===== src/rtl/uinst_fetch_pkg.sv =====
// poco_upkg: shared types and constants for the microinstruction fetch stage.
//   state_e      - fetch FSM states
//   UWORD_W      - microword width
//   UADDR_W      - micro-address width
//   NOP_WORD_DEF - microword substituted when the ROM never answers
//   tmr_width()  - wait-timer width for a given TIMEOUT
package poco_upkg;

  typedef enum logic [1:0] {
    IDLE = 2'd0,
    WAIT = 2'd1,
    HOLD = 2'd2
  } state_e;

  localparam int UWORD_W = 24;
  localparam int UADDR_W = 8;

  // ALU op 111, every register and RAM enable low
  localparam logic [UWORD_W-1:0] NOP_WORD_DEF = 24'hE00000;

  // Timer counts 0..t-1; t is at least 2, so $clog2 never yields 0
  function automatic int tmr_width(input int t);
    return $clog2(t);
  endfunction

endpackage


===== src/rtl/uinst_fetch_if.sv =====
// uinst_fetch_if: bus bundle around the fetch stage.
//   microsequencer side : upc_addr, upc_valid, upc_ready
//   microcode ROM side  : rom_addr, rom_rd, rom_data, rom_ack
//   datapath side       : uword, uword_valid, uword_ack
//   control / status    : flush, timeout_err
// master = the fetch stage, slave = its surroundings (sequencer, ROM, decode).
interface uinst_fetch_if;
  import poco_upkg::*;

  logic [UADDR_W-1:0] upc_addr;
  logic               upc_valid;
  logic               upc_ready;
  logic [UADDR_W-1:0] rom_addr;
  logic               rom_rd;
  logic [UWORD_W-1:0] rom_data;
  logic               rom_ack;
  logic [UWORD_W-1:0] uword;
  logic               uword_valid;
  logic               uword_ack;
  logic               flush;
  logic               timeout_err;

  modport master (
    input  upc_addr, upc_valid, rom_data, rom_ack, uword_ack, flush,
    output upc_ready, rom_addr, rom_rd, uword, uword_valid, timeout_err
  );

  modport slave (
    output upc_addr, upc_valid, rom_data, rom_ack, uword_ack, flush,
    input  upc_ready, rom_addr, rom_rd, uword, uword_valid, timeout_err
  );

endinterface


===== src/rtl/uinst_fetch_timer.sv =====
// fetch_timer: ROM wait timer, counts up from 0 and flags the last wait cycle.
//   clk      - system clock
//   rst      - async reset, active-low
//   i_clr    - synchronous clear to 0 (wins over i_en)
//   i_en     - count one cycle
//   o_expire - count has reached TIMEOUT-1
module fetch_timer
  import poco_upkg::*;
#(
  parameter int TIMEOUT = 16
) (
  input  logic clk,
  input  logic rst,
  input  logic i_clr,
  input  logic i_en,
  output logic o_expire
);

  localparam int            TW   = tmr_width(TIMEOUT);
  localparam logic [TW-1:0] LAST = TW'(TIMEOUT - 1);

  logic [TW-1:0] r_cnt;

  assign o_expire = (r_cnt == LAST);

  // Saturates at LAST so a stalled enable can never wrap back to 0
  always_ff @(posedge clk or negedge rst) begin
    if (!rst) begin
      r_cnt <= '0;
    end else if (i_clr) begin
      r_cnt <= '0;
    end else if (i_en && !o_expire) begin
      r_cnt <= r_cnt + 1'b1;
    end
  end

endmodule


===== src/rtl/uinst_fetch.sv =====
// uinst_fetch: microinstruction fetch stage between the microsequencer and
// the microcode ROM, with a one-entry last-address cache for self-loops.
//   clk - system clock
//   rst - async reset, active-low
//   bus - uinst_fetch_if.master (sequencer request, ROM strobe/ack,
//         microword valid/ack, flush, sticky timeout_err)
//
//   state | meaning
//   IDLE  | no request outstanding, ready for a new micro-address
//   WAIT  | ROM strobe asserted, waiting for rom_ack or the timeout
//   HOLD  | microword valid, held until the datapath acks it
module uinst_fetch
  import poco_upkg::*;
#(
  parameter int                 TIMEOUT  = 16,
  parameter logic [UWORD_W-1:0] NOP_WORD = NOP_WORD_DEF,
  parameter bit                 HIT_EN   = 1'b1
) (
  input logic            clk,
  input logic            rst,
  uinst_fetch_if.master  bus
);

  state_e r_state;
  state_e w_state_nxt;

  logic [UADDR_W-1:0] r_rom_addr;
  logic               r_rom_rd;
  logic [UWORD_W-1:0] r_uword;
  logic               r_uword_valid;
  logic               r_timeout_err;

  logic               r_cache_vld;
  logic [UADDR_W-1:0] r_cache_addr;
  logic [UWORD_W-1:0] r_cache_word;

  logic w_upc_ready;
  logic w_hit;
  logic w_accept;
  logic w_expire;
  logic w_tmr_clr;
  logic w_tmr_en;

  assign w_hit    = HIT_EN && r_cache_vld && (bus.upc_addr == r_cache_addr);
  // A flush in the same cycle swallows the request
  assign w_accept = bus.upc_valid && w_upc_ready && !bus.flush;

  assign w_tmr_clr = bus.flush || w_accept;
  assign w_tmr_en  = (r_state == WAIT) && !bus.rom_ack;

  fetch_timer #(
    .TIMEOUT (TIMEOUT)
  ) u_timer (
    .clk      (clk),
    .rst      (rst),
    .i_clr    (w_tmr_clr),
    .i_en     (w_tmr_en),
    .o_expire (w_expire)
  );

  always_ff @(posedge clk or negedge rst) begin
    if (!rst) begin
      r_state <= IDLE;
    end else begin
      r_state <= w_state_nxt;
    end
  end

  always_comb begin
    w_state_nxt = r_state;
    if (bus.flush) begin
      w_state_nxt = IDLE;
    end else begin
      case (r_state)
        IDLE: begin
          if (w_accept) w_state_nxt = w_hit ? HOLD : WAIT;
        end
        WAIT: begin
          if (bus.rom_ack || w_expire) w_state_nxt = HOLD;
        end
        HOLD: begin
          if (w_accept)           w_state_nxt = w_hit ? HOLD : WAIT;
          else if (bus.uword_ack) w_state_nxt = IDLE;
        end
        default: w_state_nxt = IDLE;
      endcase
    end
  end

  always_comb begin
    w_upc_ready = 1'b0;
    case (r_state)
      IDLE:    w_upc_ready = 1'b1;
      HOLD:    w_upc_ready = bus.uword_ack;
      default: w_upc_ready = 1'b0;
    endcase
  end

  // Registered ROM strobe, microword and cache; decisions mirror the FSM
  always_ff @(posedge clk or negedge rst) begin
    if (!rst) begin
      r_rom_addr    <= '0;
      r_rom_rd      <= 1'b0;
      r_uword       <= '0;
      r_uword_valid <= 1'b0;
      r_timeout_err <= 1'b0;
      r_cache_vld   <= 1'b0;
      r_cache_addr  <= '0;
      r_cache_word  <= '0;
    end else if (bus.flush) begin
      r_rom_rd      <= 1'b0;
      r_uword_valid <= 1'b0;
      r_cache_vld   <= 1'b0;
    end else if (w_accept) begin
      if (w_hit) begin
        r_uword       <= r_cache_word;
        r_uword_valid <= 1'b1;
      end else begin
        r_rom_addr    <= bus.upc_addr;
        r_rom_rd      <= 1'b1;
        r_uword_valid <= 1'b0;
      end
    end else if (r_state == HOLD && bus.uword_ack) begin
      r_uword_valid <= 1'b0;
    end else if (r_state == WAIT) begin
      // An ack on the expiry edge still delivers real data
      if (bus.rom_ack) begin
        r_uword       <= bus.rom_data;
        r_uword_valid <= 1'b1;
        r_rom_rd      <= 1'b0;
        r_cache_vld   <= 1'b1;
        r_cache_addr  <= r_rom_addr;
        r_cache_word  <= bus.rom_data;
      end else if (w_expire) begin
        r_uword       <= NOP_WORD;
        r_uword_valid <= 1'b1;
        r_rom_rd      <= 1'b0;
        r_timeout_err <= 1'b1;
      end
    end
  end

  assign bus.upc_ready   = w_upc_ready;
  assign bus.rom_addr    = r_rom_addr;
  assign bus.rom_rd      = r_rom_rd;
  assign bus.uword       = r_uword;
  assign bus.uword_valid = r_uword_valid;
  assign bus.timeout_err = r_timeout_err;

endmodule


===== src/flat_wrapper.sv =====
// flat-port wrapper written by rule: the top's interface ports become plain ports
module uinst_fetch_flat import poco_upkg::*;
#(
  parameter int                 TIMEOUT  = 16,
  parameter logic [UWORD_W-1:0] NOP_WORD = NOP_WORD_DEF,
  parameter bit                 HIT_EN   = 1'b1
)
  (clk, rst, bus_upc_addr, bus_upc_valid, bus_rom_data, bus_rom_ack, bus_uword_ack, bus_flush, bus_upc_ready, bus_rom_addr, bus_rom_rd, bus_uword, bus_uword_valid, bus_timeout_err);
  uinst_fetch_if bus_i ();
  input logic clk;
  input logic rst;
  input wire logic [$bits(bus_i.upc_addr)-1:0] bus_upc_addr;
  input wire logic [$bits(bus_i.upc_valid)-1:0] bus_upc_valid;
  input wire logic [$bits(bus_i.rom_data)-1:0] bus_rom_data;
  input wire logic [$bits(bus_i.rom_ack)-1:0] bus_rom_ack;
  input wire logic [$bits(bus_i.uword_ack)-1:0] bus_uword_ack;
  input wire logic [$bits(bus_i.flush)-1:0] bus_flush;
  output wire logic [$bits(bus_i.upc_ready)-1:0] bus_upc_ready;
  output wire logic [$bits(bus_i.rom_addr)-1:0] bus_rom_addr;
  output wire logic [$bits(bus_i.rom_rd)-1:0] bus_rom_rd;
  output wire logic [$bits(bus_i.uword)-1:0] bus_uword;
  output wire logic [$bits(bus_i.uword_valid)-1:0] bus_uword_valid;
  output wire logic [$bits(bus_i.timeout_err)-1:0] bus_timeout_err;
  assign bus_i.upc_addr = bus_upc_addr;
  assign bus_i.upc_valid = bus_upc_valid;
  assign bus_i.rom_data = bus_rom_data;
  assign bus_i.rom_ack = bus_rom_ack;
  assign bus_i.uword_ack = bus_uword_ack;
  assign bus_i.flush = bus_flush;
  assign bus_upc_ready = bus_i.upc_ready;
  assign bus_rom_addr = bus_i.rom_addr;
  assign bus_rom_rd = bus_i.rom_rd;
  assign bus_uword = bus_i.uword;
  assign bus_uword_valid = bus_i.uword_valid;
  assign bus_timeout_err = bus_i.timeout_err;
  uinst_fetch #(.TIMEOUT(TIMEOUT), .NOP_WORD(NOP_WORD), .HIT_EN(HIT_EN)) u_core (.clk(clk), .rst(rst), .bus(bus_i));
endmodule

===== config.mk =====
export PLATFORM = sky130hd
export DESIGN_NAME = uinst_fetch_flat
export DESIGN_NICKNAME = d
export VERILOG_FILES = /design/src/rtl/uinst_fetch_pkg.sv /design/src/rtl/uinst_fetch_if.sv /design/src/rtl/uinst_fetch_timer.sv /design/src/rtl/uinst_fetch.sv /design/src/flat_wrapper.sv
export SDC_FILE = /design/constraint.sdc
export NUM_CORES = 1
export LEC_CHECK = 0
export CELL_PAD_IN_SITES_DETAIL_PLACEMENT = 0
export CELL_PAD_IN_SITES_GLOBAL_PLACEMENT = 1
export CORE_MARGIN = 8
export CORE_UTILIZATION = 38
export CTS_CLUSTER_SIZE = 40
export DETAILED_ROUTE_END_ITERATION = 8
export GPL_ROUTABILITY_DRIVEN = 0
export MAX_ROUTING_LAYER = met4
export PLACE_DENSITY = 0.78
export SYNTH_ARGS = -nofsm -noshare
export SYNTH_HDL_FRONTEND = slang
export SYNTH_SLANG_ARGS = --single-unit

===== constraint.sdc =====
create_clock -name clk -period 2.1 [get_ports clk]
set_input_delay 0.63 -clock clk [delete_from_list [all_inputs] [get_ports clk]]
set_output_delay 0.63 -clock clk [all_outputs]
set_load 0.01 [all_outputs]

==> results_tabular.tex <==
\begin{tabular}{lr}
\hline
Metric & Value \\
\hline
\multicolumn{2}{l}{\textbf{Status}} \\
\quad Result of the run & finished clean \\
\multicolumn{2}{l}{\textbf{Global routing}} \\
\quad Number of global-route vias before repair & 2893 \\
\quad Congestion Overflow GR & 0 \\
\quad Number of antenna violations at the first check in global routing & 0 \\
\quad Met2 Resource Use GR & between 20\% and 30\% \\
\quad Overall Global Routing Usage & 16.0\% \\
\quad Most heavily used metal layer in global routing & met2 \\
\quad Pin count of the biggest net entering global routing & 39 \\
\quad Global routing usage on met1 & 18.8\% \\
\quad First-pass GRT wire length & 14300 µm \\
\quad Routing usage on met3 & 5.89\% \\
\multicolumn{2}{l}{\textbf{Synthesis}} \\
\quad Sequential cell area fraction in the yosys report & 57.0\% \\
\quad Count of warnings emitted by yosys & 0 \\
\quad Cell with the most instances after synthesis & nand2\_1 \\
\quad Flip-flop and latch count after synthesis & 74 \\
\quad Post-synthesis instance total & 328 \\
\quad Commonest cells in the netlist & nand2\_1 (148), dfrtp\_1 (74), o221a\_1 (20) \\
\quad Primary FF master, synth & dfrtp\_1 \\
\quad Synthesized area & 3250 µm² \\
\quad Largest cells by area after synthesis & dfrtp\_1 (57\%), nand2\_1 (17\%), o221a\_1 (6.9\%) \\
\quad Share of the synthesized area in the top cell type & 57.0\% \\
\quad Synthesized Nets & 367 \\
\quad EDFF count, synth & 0 \\
\quad Async S/R FF share, synth & 100\% \\
\quad Unique masters post-synth & 35 \\
\quad Post-Syn Area per Cell & about 9.9 µm² \\
\quad Cell type contributing the most total cell area after synthesis & dfrtp\_1 \\
\multicolumn{2}{l}{\textbf{Cells and area}} \\
\quad Fillers & 745 \\
\quad Number of standard cells in the final layout excluding fillers & 535 \\
\quad NumNets Final & 464 \\
\quad Diode count & 0 \\
\quad Share of post-route cells with drive strength above 1 & $\sim$17\% \\
\quad Syn-to-layout area delta & 40.8\% \\
\multicolumn{2}{l}{\textbf{Routing}} \\
\quad Avg Vias per Cell & 5.02 \\
\quad Vias & 2684 \\
\quad Total Routed Length & 8370 µm \\
\quad Routed wire length per instance & 15.6 µm \\
\quad Detailed-router iteration count before antenna repair & 4 \\
\quad DRC violations left & 0 \\
\quad First DRT Iteration DRCs & 135 \\
\quad Residual antenna-violating net count after detailed routing & 0 \\
\multicolumn{2}{l}{\textbf{Placement}} \\
\quad Placed insts & 514 \\
\quad Number of port buffers & 73 \\
\quad Final HPWL from detailed placement & 5880 µm \\
\multicolumn{2}{l}{\textbf{Hold path}} \\
\quad Hold WC Path Type & input port to async pin \\
\multicolumn{2}{l}{\textbf{Pwr}} \\
\quad Peak VDD IR & 0.589 mV \\
\quad Leakage power & 2.10 nW \\
\quad Final total power & $\sim$4.4 mW \\
\quad Power density over the cells & 952 nW/µm² \\
\multicolumn{2}{l}{\textbf{Timing}} \\
\quad Largest clock skew in the final design & 0.00709 ns \\
\quad Total of endpoints with negative setup slack in the final report & 0 \\
\quad Final hold violation count & 0 \\
\quad Final-layout setup total negative slack & 0 ns \\
\quad Period Utilization, post-route & a little over nine tenths \\
\quad Slew HR & 68.4\% \\
\quad Transition time at the pin with the least slew margin & 0.474 ns \\
\quad Total count of max-transition violations in the final report & 0 \\
\quad Setup repair after global routing missed its margin & no \\
\quad Final worst hold slack & about 0.15 ns \\
\quad Max Clk Rate & a little under 0.5 GHz \\
\quad Post-layout min period & 2.04 ns \\
\multicolumn{2}{l}{\textbf{Setup path}} \\
\quad Worst setup path start & bus\_upc\_addr[3] \\
\quad Highest fanout seen on the critical path & 8 \\
\quad CP required & 2.34 ns \\
\quad Endpoint arrival time on the critical path & around 2.3 ns \\
\quad R2r startpoint & u\_core.r\_cache\_addr[3] \\
\quad Critical Path End Type & register \\
\quad Kind of launch point of the worst setup path & input port \\
\quad Worst setup path class & input port to register \\
\multicolumn{2}{l}{\textbf{Floorplan}} \\
\quad Area of the core & a little over 8000 µm² \\
\quad Die Outline Area & around 12000 µm² \\
\quad Height of the die & between 100 and 150 µm \\
\quad Standard-cell rows & 33 \\
\quad Die boundary width & 108 µm \\
\quad Starting density of the core & 39.3\% \\
\quad I/O pin cnt & 74 \\
\multicolumn{2}{l}{\textbf{Run}} \\
\quad Max cap viols & 0 \\
\multicolumn{2}{l}{\textbf{Clock tree}} \\
\quad Clock tree from TritonCTS & done \\
\quad Number of clock buffers inserted by TritonCTS & 9 \\
\quad Root buffer cell & clkbuf\_8 \\
\quad Post-CTS Hold Fix Bufs & 0 \\
\quad Sinks on the clock net & 74 \\
\quad Clock-pin slew reported for the worst setup and hold paths after clock tree synthesis & 0.08 ns \\
\quad Maximum level of the CTS H-tree & 3 \\
\quad Longest Clk Path Bufs & 2 \\
\quad Skew-Pair Late Insertion Delay & $\sim$0.35 ns \\
\hline
\end{tabular}
power by group:
| group | leakage (nW) | internal, mW | total (mW) | switching (mW) |
|---|---|---|---|---|
| Sequential | 0.909 | 1.78 | 2.00 | 0.225 |
| Clock | 0.110 | 0.679 | 1.23 | 0.552 |
| Combinational | 1.08 | 0.660 | 1.12 | 0.457 |
| Total | 2.10 | 3.12 | 4.35 | 1.23 |
area by class of cell:
class | instances | area (µm²) | share of cell area [%]
Clock inverter | 7 | 103 | 2.24
Inverter | 3 | 11.3 | 0.246
Multi-Input combinational cell | 235 | 1330 | 29.1
Timing Repair Buffer | 102 | 1020 | 22.4
Sequential cell | 74 | 1850 | 40.5
Clock buffer | 9 | 124 | 2.71
Tap cell | 105 | 131 | 2.87
worst max-delay path: stages:
cell and delay [ns]:
dlygate4sd2_1 0.25, xnor2_1 0.17, nand3_1 0.12, or4_4 0.65
buf_6 0.18, o221a_2 0.26
worst paths after layout:
path	slack [ns]	depth (start not counted)	to
setup / recovery	0.06	6	u_core.bus.uword[22]
hold / removal	0.15	1	u_core.r_cache_word[21]
setup reg to reg	0.21	5	u_core.bus.uword[22]
hold reg to reg	0.48	2	u_core.r_cache_word[15]
max in group asynchronous	1.41	2	u_core.r_cache_word[4]
min in group clk	0.48	2	u_core.r_cache_word[15]
metrics by stage:
step	instance area [µm²]	utilization, %	setup WS (ns)
CTS	4560	55.3	0.0210
floorplan	3250	-	0.0672
detailed placement	4250	51.5	-0.571
finish	4570	55.4	0.0577
global route	4570	55.4	0.0113
global placement	4250	51.5	-0.569
logic make-up (layout without fill, tap and decap cells):
family | count (synthesis) | count (layout) | synth area share [%]
compound gates | 35 | 35 | 10.7
mux | 8 | 8 | 2.77
buf+inv | 20 | 121 | 3.47
flops | 74 | 74 | 57.0
xor+xnor | 11 | 11 | 2.97
simple gates | 179 | 180 | 22.7
fa+ha+maj | 1 | 1 | 0.385
cell usage in the layout (no fill, tap or decap), types with 2 or more instances in the layout:
cell type / instances
o221a_2: 4
nor2_1: 13
buf_4: 22
nor3_1: 2
a31oi_1: 2
a211oi_1: 2
dlygate4sd2_1: 10
o221a_1: 20
clkbuf_8: 9
nand4_1: 3
nor2b_4: 2
xnor2_1: 9
mux2_2: 8
clkinv_4: 3
dfrtp_1: 74
nand2_1: 148
xor2_1: 2
clkdlybuf4s50_1: 60
bufinv_16: 2
buf_12: 4
nand2b_4: 3
buf_6: 3
inv_1: 2
layer usage:
layer	share of wire (%)	wire [µm]
met1	44	3680
met2	48	4010
met3	7.6	635
met4	0.50	42
met5	0	0
registers in the layout (all words and copies together) (netlist names):
| signal | count |
|---|---|
| u_core.bus.timeout_err | 1 |
| u_core.bus.uword_valid | 1 |
| u_core.r_cache_addr | 8 |
| u_core.bus.rom_addr | 8 |
| u_core.bus.uword | 24 |
| u_core.u_timer.r_cnt | 4 |
| u_core.bus.rom_rd | 1 |
| u_core.r_cache_word | 24 |
| u_core.r_cache_vld | 1 |
| u_core.r_state | 2 |
timing repair:
action / CTS / global route
gates cloned: 2 / 0
buffers inserted: 2 / 1
resized for setup: 27 / 1
setup endpoints to repair: 33 / 4
pin swaps: 6 / 1
(Power assumes the default switching activity.)
